==> src/rtl/y_alu_pkg.sv <==
// y_alu_pkg: shared constants for the ALU datapath blocks.
// Holds the multiplier state encoding and the default datapath word width.
package y_alu_pkg;

    localparam int Y_WORD_W = 32;

    localparam logic [1:0] Y_MULT_IDLE = 2'd0;
    localparam logic [1:0] Y_MULT_RUN  = 2'd1;
    localparam logic [1:0] Y_MULT_DONE = 2'd2;
    localparam logic [1:0] Y_MULT_FIX  = 2'd3;

    typedef enum logic [1:0] {
        ST_IDLE = Y_MULT_IDLE,
        ST_RUN  = Y_MULT_RUN,
        ST_DONE = Y_MULT_DONE,
        ST_FIX  = Y_MULT_FIX
    } y_mult_state_t;

endpackage

==> src/rtl/y_mult_seq_adder.sv <==
// yAdder: 32-bit ripple-carry adder, {cout, z} = a + b + cin.
module yAdder
    import y_alu_pkg::*;
(
    output logic [Y_WORD_W-1:0] z,
    output logic                cout,
    input  logic [Y_WORD_W-1:0] a,
    input  logic [Y_WORD_W-1:0] b,
    input  logic                cin
);

    logic [Y_WORD_W:0] c;

    assign c[0] = cin;

    // one full adder per bit, carry rippling upward
    for (genvar i = 0; i < Y_WORD_W; i++) begin : g_fa
        assign z[i]   = a[i] ^ b[i] ^ c[i];
        assign c[i+1] = (a[i] & b[i]) | (c[i] & (a[i] ^ b[i]));
    end

    assign cout = c[Y_WORD_W];

endmodule

==> src/rtl/y_mult_seq.sv <==
// y_mult_seq: iterative shift-add multiplier, one partial product per cycle.
// Product register P = {P_hi, P_lo}; P_lo starts as the multiplier and is
// shifted out as P_hi accumulates. Optional macro Y_MULT_SIGNED_EN switches
// to two's complement operands (magnitude multiply plus a final FIX negate).
module y_mult_seq
    import y_alu_pkg::*;
#(
    parameter int WIDTH = Y_WORD_W,
    parameter int CNT_W = $clog2(WIDTH)
) (
    input  logic                 clk,
    input  logic                 rst_n,
    input  logic                 in_valid,
    output logic                 in_ready,
    input  logic [WIDTH-1:0]     a,
    input  logic [WIDTH-1:0]     b,
    output logic                 out_valid,
    input  logic                 out_ready,
    output logic [2*WIDTH-1:0]   product
);

    y_mult_state_t          state, nxt;
    logic [WIDTH-1:0]       m;
    logic [2*WIDTH-1:0]     p;
    logic [CNT_W-1:0]       cnt;
    logic [WIDTH-1:0]       p_hi;
    logic [WIDTH-1:0]       sum;
    logic                   cout;
    logic [WIDTH-1:0]       a_mag;
    logic [WIDTH-1:0]       b_mag;
    logic                   accept;
    logic                   last;

    assign p_hi   = p[2*WIDTH-1:WIDTH];
    assign accept = in_valid && (state == ST_IDLE);
    assign last   = (cnt == CNT_W'(WIDTH-1));

`ifdef Y_MULT_SIGNED_EN
    // most-negative value maps onto itself, which is 2^(WIDTH-1) unsigned
    logic neg;
    assign a_mag = a[WIDTH-1] ? -a : a;
    assign b_mag = b[WIDTH-1] ? -b : b;
`else
    assign a_mag = a;
    assign b_mag = b;
`endif

    // the adder carry-out lands in P_hi's MSB after the shift
    if (WIDTH == Y_WORD_W) begin : g_ripple
        yAdder u_add (
            .z    (sum),
            .cout (cout),
            .a    (p_hi),
            .b    (m),
            .cin  (1'b0)
        );
    end else begin : g_behav
        assign {cout, sum} = {1'b0, p_hi} + {1'b0, m};
    end

    // state register
    always_ff @(posedge clk or negedge rst_n) begin
        if (!rst_n) state <= ST_IDLE;
        else        state <= nxt;
    end

    // next-state: accept in IDLE, WIDTH iterations, then hold until taken
    always_comb begin
        nxt = state;
        case (state)
            ST_IDLE: if (in_valid) nxt = ST_RUN;
`ifdef Y_MULT_SIGNED_EN
            ST_RUN:  if (last) nxt = ST_FIX;
            ST_FIX:  nxt = ST_DONE;
`else
            ST_RUN:  if (last) nxt = ST_DONE;
`endif
            ST_DONE: if (out_ready) nxt = ST_IDLE;
            default: nxt = ST_IDLE;
        endcase
    end

    // operand load, shift-add iteration, optional sign fix-up
    always_ff @(posedge clk or negedge rst_n) begin
        if (!rst_n) begin
            m   <= '0;
            p   <= '0;
            cnt <= '0;
`ifdef Y_MULT_SIGNED_EN
            neg <= 1'b0;
`endif
        end else if (accept) begin
            m   <= a_mag;
            p   <= {{WIDTH{1'b0}}, b_mag};
            cnt <= '0;
`ifdef Y_MULT_SIGNED_EN
            neg <= a[WIDTH-1] ^ b[WIDTH-1];
`endif
        end else if (state == ST_RUN) begin
            if (p[0]) p <= {cout, sum, p[WIDTH-1:1]};
            else      p <= {1'b0, p_hi, p[WIDTH-1:1]};
            cnt <= cnt + CNT_W'(1);
        end
`ifdef Y_MULT_SIGNED_EN
        else if (state == ST_FIX) begin
            if (neg) p <= -p;
        end
`endif
    end

    assign in_ready  = (state == ST_IDLE);
    assign out_valid = (state == ST_DONE);
    assign product   = p;

endmodule

==> config.mk <==
export PLATFORM = sky130hd
export DESIGN_NAME = y_mult_seq
export DESIGN_NICKNAME = d
export VERILOG_FILES = /design/src/rtl/y_alu_pkg.sv /design/src/rtl/y_mult_seq_adder.sv /design/src/rtl/y_mult_seq.sv
export SDC_FILE = /design/constraint.sdc
export NUM_CORES = 1
export LEC_CHECK = 0
export BUFFER_PORTS_ARGS = -buffer_cell sky130_fd_sc_hd__buf_4
export CAP_MARGIN = 25
export CORE_MARGIN = 1
export CORE_UTILIZATION = 53
export CTS_CLUSTER_SIZE = 28
export DETAILED_ROUTE_END_ITERATION = 7
export GPL_ROUTABILITY_DRIVEN = 1
export PLACE_DENSITY = 0.92
export SLEW_MARGIN = 20
export SYNTH_ARGS = -nofsm -noshare
export SYNTH_HDL_FRONTEND = slang
export SYNTH_SLANG_ARGS = --single-unit
==> constraint.sdc <==
create_clock -name clk -period 16.5 [get_ports clk]
set_input_delay 2.475 -clock clk [delete_from_list [all_inputs] [get_ports clk]]
set_output_delay 2.475 -clock clk [all_outputs]
set_load 0.01 [all_outputs]
# Word level (Yosys, flattened, before mapping)
# Index checks and enable logic that the tools add are counted.
[op_classes]
n_reduce_logical = 4
n_eq_ne = 6
n_mux = 9
n_addsub = 1
n_bitwise = 157
[op_table]
columns = ["op", "count"]
rows = [
  ["64-bit two-way mux", 3],
  ["1-bit AND", 63],
  ["1-bit XOR", 63],
  ["1-bit OR", 31],
  ["5-bit two-way mux", 2],
  ["2-bit two-way mux", 3],
  ["2-bit case mux with 3 select lines", 1],
  ["5-bit by 1-bit adder with 5-bit output, second input constant", 1],
  ["5-bit == test, second input constant", 1],
  ["2-bit != test, second input constant", 2],
  ["3-bit AND reduction", 1],
  ["2-bit by 1-bit == test with 1-bit output, second input constant", 1],
  ["2-bit == test, second input constant", 1],
  ["2-bit logical NOT", 1],
  ["2-bit by 1-bit != test with 1-bit output, second input constant", 1],
  ["2-bit nonzero test", 1],
  ["1-bit logical AND", 1],
]
[totals]
elab_cells = 181
reg_bits = 103
inputBits = 68
output_inout_bits = 66

# Depth between registers and ports, before layout
[logic_depth]
ltp_word = 66
mapped_depth = 36
ltp_nobuf = 36

# Cells and area by module
# Synthesis repeated with hierarchy kept, for this count alone.
[hier_totals]
cells_unflattened = 495
hier_area_um2 = 5086.1
[modules_own_cells]
columns = ["module", "cells_per_inst", "instances", "area_each_um2", "seq_area_each_um2"]
rows = [
  ["y_mult_seq", 453, 1, 4408.0, 2577.5],
  ["yAdder", 42, 1, 678.2, 0.0],
]

# Worst setup path before layout
# No wires, ideal clock.
[synth_timing]
kind = "register -> register"
from = "register p[32], in the netlist product[32]"
to = "register p[62], in the netlist product[62]"
setup_ns = 0.123
n_path_buf = 0
t_required_ns = 16.377
synth_period_minus_slack_ns = 13.783
slack_ns = 2.717
t_arrival_ns = 13.660
path_stages_with_launch = 37
path_cell_list = "dfrtp_1 > ha_1 > fa_1 > fa_1 > fa_1 > fa_1 > fa_1 > fa_1 > fa_1 > fa_1 > fa_1 > fa_1 > fa_1 > fa_1 > fa_1 > fa_1 > fa_1 > fa_1 > fa_1 > fa_1 > fa_1 > fa_1 > fa_1 > fa_1 > fa_1 > fa_1 > fa_1 > fa_1 > fa_1 > fa_1 > fa_1 > inv_1 > fa_1 > inv_1 > fa_1 > mux2i_1 > o21ai_1"
[synth_between]
elab_chain_cells = 65
[synth_lines]
columns = ["item", "line", "rtl"]
rows = [
  ["start, declared", "y_mult_seq.sv:24", "logic [2*WIDTH-1:0] p;"],
  ["start signal, assigned", "y_mult_seq.sv:94", "p <= {{WIDTH{1'b0}}, b_mag};"],
  ["start signal, assigned", "y_mult_seq.sv:100", "if (p[0]) p <= {cout, sum, p[WIDTH-1:1]};"],
  ["start signal, assigned", "y_mult_seq.sv:101", "else p <= {1'b0, p_hi, p[WIDTH-1:1]};"],
  ["1-bit AND (2 in a row)", "y_mult_seq_adder.sv:19", "assign c[i+1] = (a[i] & b[i]) | (c[i] & (a[i] ^ b[i]));"],
  ["1-bit OR", "y_mult_seq_adder.sv:19", ""],
  ["1-bit AND", "y_mult_seq_adder.sv:19", ""],
  ["1-bit OR", "y_mult_seq_adder.sv:19", ""],
  ["1-bit AND", "y_mult_seq_adder.sv:19", ""],
  ["1-bit OR", "y_mult_seq_adder.sv:19", ""],
  ["1-bit AND", "y_mult_seq_adder.sv:19", ""],
  ["1-bit OR", "y_mult_seq_adder.sv:19", ""],
  ["(+48 left out)", "--", ""],
  ["1-bit AND", "y_mult_seq_adder.sv:19", ""],
  ["1-bit OR", "y_mult_seq_adder.sv:19", ""],
  ["1-bit AND", "y_mult_seq_adder.sv:19", ""],
  ["1-bit OR", "y_mult_seq_adder.sv:19", ""],
  ["1-bit XOR", "y_mult_seq_adder.sv:18", "assign z[i] = a[i] ^ b[i] ^ c[i];"],
  ["64-bit two-way mux", "y_mult_seq.sv:100", ""],
  ["64-bit two-way mux", "y_mult_seq.sv:99", "end else if (state == ST_RUN) begin"],
  ["64-bit two-way mux", "y_mult_seq.sv:92", "end else if (accept) begin"],
]
# Every way passes these cells. The select of a mux whose other input is x is not followed.
# A chain may end at the register's enable or synchronous reset.

# Worst setup path in the final report
# Ends and elaborated chain as after synthesis.

==> flow_summary.json <==
{
  "wl_per_cell_um": 15.2,
  "ant_nets": 0,
  "overflow": 0,
  "numPortBuffers": 133,
  "finalNonFillerCells": 738,
  "grt_setup_unrepaired": "no",
  "yosys-mux-area-fraction_pct": 6.33,
  "synth-compound-area-share_pct": 8.98,
  "p_leak_nw": 3.16,
  "ys_warn_count": 0,
  "synth_most_common_cell": "nand2_1",
  "cts_setup_buffers": 0,
  "vias": 3944,
  "wirelength_mm": 11.2,
  "powerDensity_nw_per_um2": 203,
  "rrSetupSlack_ps": 2250,
  "worstHoldPathCells": 1,
  "reg2reg_to": "product[62]",
  "synth-seq-area-share_pct": 51.0,
  "hold_viol": 0,
  "synth_xor_area_share_pct": 0,
  "async_flop_share_pct": 100,
  "min_from": "cnt[3]",
  "synth_top_area_share_pct": 51.0,
  "hpwl_mm": 7.88,
  "timing.final.crit_share_pct": 86.4,
  "hold_class": "flip-flop to flip-flop",
  "rows": 35,
  "synthSimpleGateAreaFrac_pct": 16.7,
  "ctsHoldBuffers": 0,
  "synth.avg_cell_area_um2": 10.4,
  "h-tree-depth": 3,
  "n_antenna_cell": 0,
  "end_kind": "flip-flop",
  "slowest_delay_ps": 450,
  "synth-seq-cells": 103,
  "fin_ws_ps": 2250,
  "netlist_area_um2": 5060,
  "place_inst": 722,
  "worst-path-max-fanout": 4,
  "start_util_pct": 54.7,
  "track_usage_pct": 24.3,
  "clock-skew-final_ps": 12.3,
  "cp.required_ps": 16740,
  "clock_path_buffers": 2,
  "cp_common_cell": "fa_1",
  "grt_max_degree": 83,
  "die_y_um": 99.7,
  "drtIter0Drc": 176,
  "r2r_cells": 36,
  "core_um2": 9240,
  "worstPathArrival_ps": 14490,
  "max_cap_viol_count": 0,
  "clkSlewWorstSetupHoldPaths_ps": 100,
  "die_x_um": 99.7,
  "route.detailed.drc": 0,
  "worstReg2RegStart": "product[32]",
  "slew_violations": 0,
  "slowest_stage": "fa_1",
  "synth_top_family_by_area": "simple AND/OR/NAND/NOR gates",
  "tightest_slew_ps": 1030,
  "drive_gt1_share_pct": 26.4,
  "synthCells": 488,
  "cts_buffers": 9,
  "vias_per_cell": 5.34,
  "ys.flop_type": "dfrtp_1",
  "grt_pass1_vias": 3961,
  "holdPathEnd": "cnt[3]",
  "finalSetupViolations": 0,
  "nNetsFinal": 706,
  "synth_top_cell_by_area": "dfrtp_1",
  "drtPass1Iterations": 6,
  "clkSinkCount": 103,
  "critPathLaunchType": "flip-flop",
  "setup_tns_ps": 0,
  "cts_root_buf": "clkbuf_8",
  "io_pins": 134,
  "cts_tree": "built",
  "insertion_delay_ps": 370,
  "final_util_pct": 68.3,
  "slew_headroom_pct": 31.4,
  "path_class": "flip-flop to flip-flop",
  "synth_cell_types": 25,
  "ys_top_cells_by_area": "dfrtp_1 (51%), fa_1 (12%), nand2_1 (12%), mux2i_1 (6.3%), a22oi_1 (4.6%)",
  "syn_nets": 590,
  "status": "completed",
  "grt_first_pass_wirelength_mm": 18.7,
  "ctsResizeCount": 0,
  "place_congestion": 0.788,
  "syn_to_final_growth_pct": 24.8,
  "synth_commonest_cells": "nand2_1 (164), dfrtp_1 (103), nand3_1 (35)",
  "synth-edff-count": 0,
  "post-place-ws_ps": 2120,
  "synthAdderAreaFrac_pct": 13.0,
  "fin_crit_ps": 14250,
  "antenna_found_initial": 0,
  "die_area_um2": 9940,
  "clock.fmax_mhz": 70.2,
  "peakVddDrop_mv": 0.0945
}
[sequential cells by signal (all words and copies together), names as in the netlist]
| signal | cells |
|---|---|
| cnt | 5 |
| m | 32 |
| product | 64 |
| state | 2 |
[critical path: cells and delay by family (launching register included)]
family	cells	cell delay, ps
flops	1	420
buf+inv	2	140
fa+ha+maj	32	13340
compound gates	1	80
mux	1	140
[cells by family after synthesis]
kind of cell | after synthesis
AO/OA/AOI/OAI | 72
adder cells (fa/ha/maj) | 34
buffers and inverters | 39
flip-flops | 103
multiplexers | 32
AND/OR/NAND/NOR | 208
[routing by layer]
metal,global-route usage (%),vias to the layer above,part of all wire (%)
met1,33.4,1928,43
met3,5.83,12,6.8
met2,38.8,149,49
met4,7.24,0,1.2
met5,0,-,0
li1,-,1855,-
[through the flow]
step | cell area, um^2 | hold WS, ps | power [mW]
2_1_floorplan | 5060 | 437 | 0.882
4_1_cts | 6300 | 497 | 1.29
3_5_place_dp | 6090 | 482 | 1.13
5_1_grt | 6310 | 528 | 1.39
6_report | 6310 | 497 | 1.28
3_3_place_gp | 6090 | 452 | 1.07
[cell usage in the layout, fill, tap and decap left out, types with 2 or more instances in the layout]
master / instances
nand2_1: 164
buf_4: 138
dfrtp_1: 102
nand3_1: 35
mux2i_1: 32
a22oi_1: 31
o21ai_0: 31
fa_1: 31
clkbuf_8: 11
inv_1: 5
o21ai_1: 5
ha_1: 3
nor2_1: 2
clkinvlp_4: 2
[power breakdown]
| group | internal, mW | switching [mW] | leakage (nW) |
|---|---|---|---|
| registers | 0.378 | 0.138 | 1.28 |
| clock network | 0.0789 | 0.0880 | 0.0988 |
| logic | 0.299 | 0.296 | 1.78 |
[how the worst max path moves through the flow]
stage,from,endpoint,slack (ps),depth (start not counted)
floorplan,product[32],product[62],2720,36
global placement,product[32],product[62],2410,36
detailed placement,product[32],product[62],2120,36
CTS,product[32],product[62],2080,36
global route,product[32],product[62],1750,36
finish,product[32],product[62],2250,36
[final cells by class]
type	instances	area [um^2]
Clock buffer	12	155
Clock inverter	4	53.8
Multi-Input combinational cell	346	2300
Fill cell	679	2930
Tap cell	129	161
Inverter	5	18.8
Timing Repair Buffer	139	1050
Sequential cell	103	2580
Power figures use the tool's default switching activity.
